File: config.mk
export PLATFORM = sky130hd
export DESIGN_NAME = mem_stage
export DESIGN_NICKNAME = d
export VERILOG_FILES = /design/src/rtl/mem_stage_pkg.sv /design/src/rtl/data_memory.sv /design/src/rtl/mem_stage.sv
export SDC_FILE = /design/constraint.sdc
export NUM_CORES = 2
export LEC_CHECK = 0
export BUFFER_PORTS_ARGS = -buffer_cell sky130_fd_sc_hd__buf_2
export CORE_ASPECT_RATIO = 0.9
export CORE_UTILIZATION = 60
export CTS_CLUSTER_SIZE = 24
export DETAILED_ROUTE_END_ITERATION = 8
export HOLD_SLACK_MARGIN = 0.12
export PLACE_DENSITY = 0.76
export SETUP_SLACK_MARGIN = 0.2
export SLEW_MARGIN = 20
export SYNTH_ARGS = -nofsm -noshare
export SYNTH_HDL_FRONTEND = slang
export SYNTH_SLANG_ARGS = --single-unit
File: constraint.sdc
create_clock -name clk_i -period 9.2 [get_ports clk_i]
set_clock_uncertainty 0.1 [all_clocks]
set_input_delay 0.92 -clock clk_i [delete_from_list [all_inputs] [get_ports clk_i]]
set_output_delay 0.92 -clock clk_i [all_outputs]
set_load 0.01 [all_outputs]
File: src/rtl/mem_stage_pkg.sv
// Shared widths, FSM encoding and MEM/WB payload for the MEM stage.
package mem_stage_pkg;

    localparam int unsigned DATA_W = 32;
    localparam int unsigned REG_W  = 5;

    typedef enum logic {
        IDLE = 1'b0,
        BUSY = 1'b1
    } state_e;

    typedef struct packed {
        logic              reg_write;
        logic              memto_reg;
        logic [DATA_W-1:0] read_data;
        logic [DATA_W-1:0] alu_result;
        logic [REG_W-1:0]  dst;
    } memwb_t;

    // Wait counter width; a zero-latency build still keeps a 1-bit counter.
    function automatic int unsigned cnt_width(input int unsigned lat);
        return (lat == 0) ? 1 : $clog2(lat + 1);
    endfunction

endpackage

File: src/rtl/data_memory.sv
// Word-addressed data RAM: synchronous write with enable, asynchronous read, no reset.
module data_memory
    import mem_stage_pkg::*;
#(
    parameter int unsigned DEPTH  = 128,
    parameter int unsigned ADDR_W = 7
) (
    input  logic              clk_i,
    input  logic              we_i,
    input  logic [ADDR_W-1:0] addr_i,
    input  logic [DATA_W-1:0] wdata_i,
    output logic [DATA_W-1:0] rdata_o
);

    logic [DATA_W-1:0] mem_q [DEPTH];

    // Write port
    always_ff @(posedge clk_i) begin
        if (we_i) begin
            mem_q[addr_i] <= wdata_i;
        end
    end

    // Read port returns the pre-write word during a same-cycle write
    assign rdata_o = mem_q[addr_i];

endmodule

File: src/rtl/mem_stage.sv
// MIPS MEM stage: branch resolve, wait-stated data memory access, stall, MEM/WB register.
module mem_stage
    import mem_stage_pkg::*;
#(
    parameter int unsigned DEPTH   = 128,
    parameter int unsigned ADDR_W  = 7,
    parameter int unsigned MEM_LAT = 2
) (
    input  logic              clk_i,
    input  logic              rst_i,
    input  logic              WB_RegWrite_i,
    input  logic              WB_MemtoReg_i,
    input  logic              M_branch_i,
    input  logic              M_MemRead_i,
    input  logic              M_MemWrite_i,
    input  logic [DATA_W-1:0] Adder2_i,
    input  logic              zero_i,
    input  logic [DATA_W-1:0] ALU_result_i,
    input  logic [DATA_W-1:0] Write_data_i,
    input  logic [REG_W-1:0]  MUX2_i,
    output logic              PCSrc_o,
    output logic [DATA_W-1:0] branch_target_o,
    output logic              stall_o,
    output logic              WB_RegWrite_o,
    output logic              WB_MemtoReg_o,
    output logic [DATA_W-1:0] Read_data_o,
    output logic [DATA_W-1:0] ALU_result_o,
    output logic [REG_W-1:0]  MUX2_o
);

    localparam int unsigned CNT_W = cnt_width(MEM_LAT);

    state_e            state_q, state_d;
    logic [CNT_W-1:0]  cnt_q, cnt_d;
    logic              access;
    logic              done;
    logic              mem_we;
    logic [ADDR_W-1:0] word_addr;
    logic [DATA_W-1:0] rdata;
    memwb_t            memwb_q, memwb_d;

    assign access    = M_MemRead_i | M_MemWrite_i;
    assign word_addr = ALU_result_i[ADDR_W+1:2];

    // Branch resolution is independent of the access FSM
    assign PCSrc_o         = M_branch_i & zero_i;
    assign branch_target_o = Adder2_i;

    // State and wait counter registers
    always_ff @(posedge clk_i or negedge rst_i) begin
        if (!rst_i) begin
            state_q <= IDLE;
            cnt_q   <= '0;
        end else begin
            state_q <= state_d;
            cnt_q   <= cnt_d;
        end
    end

    // Next-state, counter and access-complete decode
    always_comb begin
        state_d = state_q;
        cnt_d   = cnt_q;
        done    = 1'b0;
        if (MEM_LAT == 0) begin
            done = 1'b1;
        end else begin
            case (state_q)
                IDLE: begin
                    if (access) begin
                        state_d = BUSY;
                        cnt_d   = CNT_W'(MEM_LAT - 1);
                    end
                end
                BUSY: begin
                    if (cnt_q == '0) begin
                        done    = 1'b1;
                        state_d = IDLE;
                    end else begin
                        cnt_d = cnt_q - CNT_W'(1);
                    end
                end
                default: state_d = IDLE;
            endcase
        end
    end

    // Stall is forced low while reset is held so the front end is never frozen by a dead access
    assign stall_o = access & ~done & rst_i;
    assign mem_we  = M_MemWrite_i & done;

    data_memory #(
        .DEPTH  (DEPTH),
        .ADDR_W (ADDR_W)
    ) u_dmem (
        .clk_i   (clk_i),
        .we_i    (mem_we),
        .addr_i  (word_addr),
        .wdata_i (Write_data_i),
        .rdata_o (rdata)
    );

    // MEM/WB next value: bubble while stalled, otherwise capture the instruction
    always_comb begin
        memwb_d = memwb_q;
        if (stall_o) begin
            memwb_d.reg_write = 1'b0;
            memwb_d.memto_reg = 1'b0;
        end else begin
            memwb_d.reg_write  = WB_RegWrite_i;
            memwb_d.memto_reg  = WB_MemtoReg_i;
            memwb_d.read_data  = M_MemRead_i ? rdata : '0;
            memwb_d.alu_result = ALU_result_i;
            memwb_d.dst        = MUX2_i;
        end
    end

    // MEM/WB pipeline register
    always_ff @(posedge clk_i or negedge rst_i) begin
        if (!rst_i) begin
            memwb_q <= '0;
        end else begin
            memwb_q <= memwb_d;
        end
    end

    assign WB_RegWrite_o = memwb_q.reg_write;
    assign WB_MemtoReg_o = memwb_q.memto_reg;
    assign Read_data_o   = memwb_q.read_data;
    assign ALU_result_o  = memwb_q.alu_result;
    assign MUX2_o        = memwb_q.dst;

endmodule

# == Yosys cells after proc, flatten, opt, wreduce, memory -nomap -nowiden ==
# Memory sizes are Yosys's and may differ from the RTL's.
# Cells that the tools add are included.
# totals
regBits,74
out_inout_bits,105
ramBits,4096
word_cells,32
mem_count,1
# op_classes
bitwise_logic,7
n_eq_ne,2
addsub,1
muxes,12
reduce_logical,2
# mem_list
name,depth,word_bits,read_ports,rd_clocked_by_memory_dff,write_ports,line,rtl
u_dmem.mem_q,128,32,1,0,1,data_memory.sv:15,logic [DATA_W-1:0] mem_q [DEPTH];
# op_table
op,n
32-bit two-way mux,1
1-bit two-way mux,6
2-bit two-way mux,3
1-bit bitwise AND,4
"2-bit != test, second input constant",2
2-bit one-hot mux with 2 select lines,1
2-bit zero test,1
1-bit NOT,2
1-bit one-hot mux with 2 select lines,1
2-bit AND reduction,1
"2-bit by 1-bit subtractor with 2-bit output, second input constant",1
1-bit OR,1

# == Logic depth before layout (Yosys ltp) ==
# depth
depth_word,7
mapped_depth,10
ltp_nobuf,7

# == By module ==
# From an unflattened synthesis, not the netlist that was laid out.
# unflattened
cells_unflattened,9190
area_unflattened_um2,160074.8
# modules_own_cells
module,cells_each,area_per_inst_um2,instances,seq_area_each_um2
data_memory,8922,156616.5,1,122998.0
mem_stage,268,3458.3,1,1851.8

# == Least setup slack after synthesis ==
# OpenSTA, ideal clock, no wires.
# synth_timing
path_type,input port to flip-flop
from,input port ALU_result_i[5]
to,memory u_dmem.mem_q[78][0] (enable)
required_time_ns,8.639
arrival_time_ns,4.224
cell_stages,5
setup_slack_ns,4.415
path_cell_list,nor2b_1 -> clkbuf_1 -> clkbuf_1 -> nand3_1 -> nor3_1
# synth_lines
item,line,rtl
from (decl),mem_stage.sv:18,"input logic [DATA_W-1:0] ALU_result_i,"
to (decl),data_memory.sv:15,
# No word-level cell before the write port.

# == Worst setup path in the final report ==
# layout_timing
from,input port ALU_result_i[2]
to,register memwb_q (netlist bit Read_data_o[12])
# layout_via
elab_chain_len,2
# layout_lines
item,line,rtl
memory 128 x 32 bit,--,
32-bit two-way mux,mem_stage.sv:112,memwb_d.read_data = M_MemRead_i ? rdata : '0;
to (signal assigned),mem_stage.sv:123,memwb_q <= memwb_d;
to (decl),mem_stage.sv:40,"memwb_t memwb_q, memwb_d;"
# No other way between the ends.
# A chain may end at the register's enable or synchronous reset.

==> impl_metrics.tcl <==
set metrics [dict create \
    cts_max_level 5 \
    max_freq_ghz 0.194 \
    fin_nets 9187 \
    insertion_delay_ps 910 \
    clk_pin_slew_worst_paths_ps 60 \
    setup_tns_ps 0 \
    overflow 0 \
    place_congestion 0.872 \
    post_cts_resized 0 \
    ys_seq_area_share_pct 78.0 \
    drt-pass1-iter-count 7 \
    layout-drive-gt1-share_pct 12.8 \
    ant_nets 0 \
    cts_buffers 394 \
    crit_slowest_cell "buf_4" \
    grt_pass1_vias 86117 \
    hold_class "in2reg" \
    finalSetupViolations 0 \
    status "complete, no violations" \
    syn_inst 8793 \
    clk_path_buf_depth 4 \
    routed_wl_um 451000 \
    ys_warn_count 0 \
    via_count 89660 \
    pre_cts_ws_ps 3210 \
    die-height_um 492 \
    grt_use_total_pct 32.9 \
    cp_cell_sequence "buf_12 > buf_4 > buf_4 > mux2i_1 > o22ai_1 > o21ai_0 > a41oi_1 > nor4_1 > o21ai_1" \
    fin_cells 12942 \
    hold_viol_final 0 \
    ys_types 28 \
    root_buffer "clkbuf_16" \
    grt_pass1_wl_um 626000 \
    core_um2 265000 \
    rsz0062_at_grt "no" \
    maxCapViolations 0 \
    crit_path_frequent_cell "buf_4" \
    crit_fanout 85 \
    max_stage_delay_ps 860 \
    syn_to_final_growth_pct 11.9 \
    endpoint_kind "register" \
    netlist_area_um2 160000 \
    ys_ff_latch 4170 \
    dieArea_um2 269000 \
    mappedNetlistNets 8903 \
    p_leak_nw 60.7 \
    worst_slew_pin_slew_ps 1330 \
    slew_violations 0 \
    peakVddDrop_uv 177 \
    grt_max_degree 136 \
    antenna_found_initial 41 \
    finalCriticalPeriod_ps 5160 \
    drc_errors 0 \
    row_count 179 \
    wl_per_cell_um 34.9 \
    clock-sinks 4170 \
    routed_via_density 6.93 \
    avgSynthCellArea_um2 18.2 \
    io_buffers 149 \
    power_density_nw_per_um2 218 \
    cp.arrival_ps 5840 \
    start_kind "input pin" \
    ioPinCount 214 \
    period_share_pct 56.1 \
    fill_cells 16387 \
    hpwl_um 243000 \
    worst-setup-path-type "in2reg" \
    drt_iter0_markers 14495 \
    dp.cells 12182 \
    cts_tree "yes" \
    setup_ws_ps 4040 \
    slew_headroom_pct 10.2 \
    worstPathRequired_ps 9880 \
    die_x_um 547 \
    initial_core_util_pct 60.4 \
]
[cell usage in the layout (no fill, tap or decap), types with 3 or more instances in the layout]
master and n:
a41oi_1 95, a41oi_2 33, buf_12 26, buf_16 6
buf_2 115, buf_4 286, buf_6 6, buf_8 7
bufinv_16 28, clkbuf_1 95, clkbuf_16 404, clkbuf_8 18
clkinv_1 82, clkinv_2 67, clkinvlp_4 9, dfrtp_1 74
diode_2 13, dlygate4sd3_1 23, edfxtp_1 4096, inv_1 3
inv_16 3, inv_6 9, mux2_2 37, mux2i_1 2048
nand2_1 50, nand2_2 5, nand2b_1 3, nand3_1 6
nand3_2 4, nor2_1 7, nor2_4 122, nor2b_1 6
nor3_2 8, nor4_1 32, o21ai_0 363, o21ai_1 182
o22ai_1 1025
[area by class of cell]
class | count | area (µm²) | area share (%)
clock inverters | 202 | 1740 | 0.971
diodes | 13 | 32.5 | 0.0182
inverters | 3 | 11.3 | 0.00629
multi-input cells | 4039 | 33600 | 18.7
well taps | 3529 | 4420 | 2.46
repair buffers | 469 | 3810 | 2.13
flip-flops and latches | 4170 | 125000 | 69.7
clock buffers | 517 | 10700 | 5.98
[metrics by stage]
step	hold slack (ps)	power, mW	instance area (µm²)	util (%)
after floorplan	357	22.5	160000	-
after global routing	143	39.9	179000	67.6
final	142	39.1	179000	67.6
after detailed placement	390	23.6	166000	62.8
after CTS	122	39.0	179000	67.6
after global placement	374	23.5	166000	62.6
[final timing paths]
path	cells after the start	slack [ps]	from	to
max in group asynchronous	3	7140	rst_i	Read_data_o[28]
min in group asynchronous	2	410	rst_i	ALU_result_o[24]
worst min-delay path	2	140	ALU_result_i[1]	ALU_result_o[1]
worst max register to register	7	4830	cnt_q[0]	u_dmem.mem_q[71][5]
worst min register to register	1	410	ALU_result_o[24]	ALU_result_o[24]
worst max-delay path	9	4040	ALU_result_i[2]	Read_data_o[12]
[sequential cells by signal, summed over array words and instances, names as in the netlist]
signal,cells
WB_RegWrite_o,1
cnt_q,2
ALU_result_o,32
u_dmem.mem_q,4096
state_q,1
WB_MemtoReg_o,1
Read_data_o,32
MUX2_o,5
[cell usage after synthesis (all sizes together)]
cell | count | area share (%)
nand3 | 10 | 0.031
o31ai | 1 | 0.0047
mux2 | 37 | 0.26
inv | 3 | 0.0070
nor4 | 32 | 0.12
clkbuf | 142 | 0.34
buf | 439 | 1.5
and3 | 1 | 0.0039
or2 | 2 | 0.0078
edfxtp | 4096 | 77
and2 | 3 | 0.012
mux2i | 2048 | 13
o22ai | 1025 | 4.0
nor2 | 129 | 0.30
a41oi | 128 | 0.70
nor3 | 8 | 0.025
o21ai | 545 | 1.7
ha | 1 | 0.0078
dfrtp | 74 | 1.2
nand2b | 5 | 0.020
nand2 | 56 | 0.13
nor2b | 8 | 0.031
[what timing repair did]
action	4_1_cts	5_1_grt
endpoints found under the hold margin	62	0
buffers inserted	0	0
hold buffers	23	0
setup endpoints to repair	0	0
[logic make-up (layout without fill, tap and decap cells)]
kind of cell             after synthesis  after routing  synth area share [%]
flip-flops                          4170           4170                  78.0
multiplexers                        2085           2085                  13.1
AO/OA/AOI/OAI                       1699           1699                  6.41
buffers and inverters                584           1191                  1.88
AND/OR/NAND/NOR                      254            254                 0.689
adder cells (fa/ha/maj)                1              1               0.00781
other                                  0             13                     0
[per-layer routing]
layer  global-route usage [%]  share of wire (%)
met4                     18.4                6.2
met5                        0              0.040
met1                     44.5                 35
met3                     7.43                 13
met2                     50.1                 46
[power by group]
part	leakage (nW)	total, mW	switching (mW)	internal [mW]
Combinational	16.8	2.17	1.55	0.624
Clock	6.10	15.8	6.86	8.98
Sequential	37.7	21.1	0.102	21.0
Total	60.7	39.1	8.50	30.6
[critical path: cells and delay by family]
kind                   cells  cell delay (ps)
buffers and inverters      3             2060
AOI/OAI and AO/OA          4             1740
and+or+nand+nor            1              510
muxes                      1              300
(Power assumes the default switching activity.)
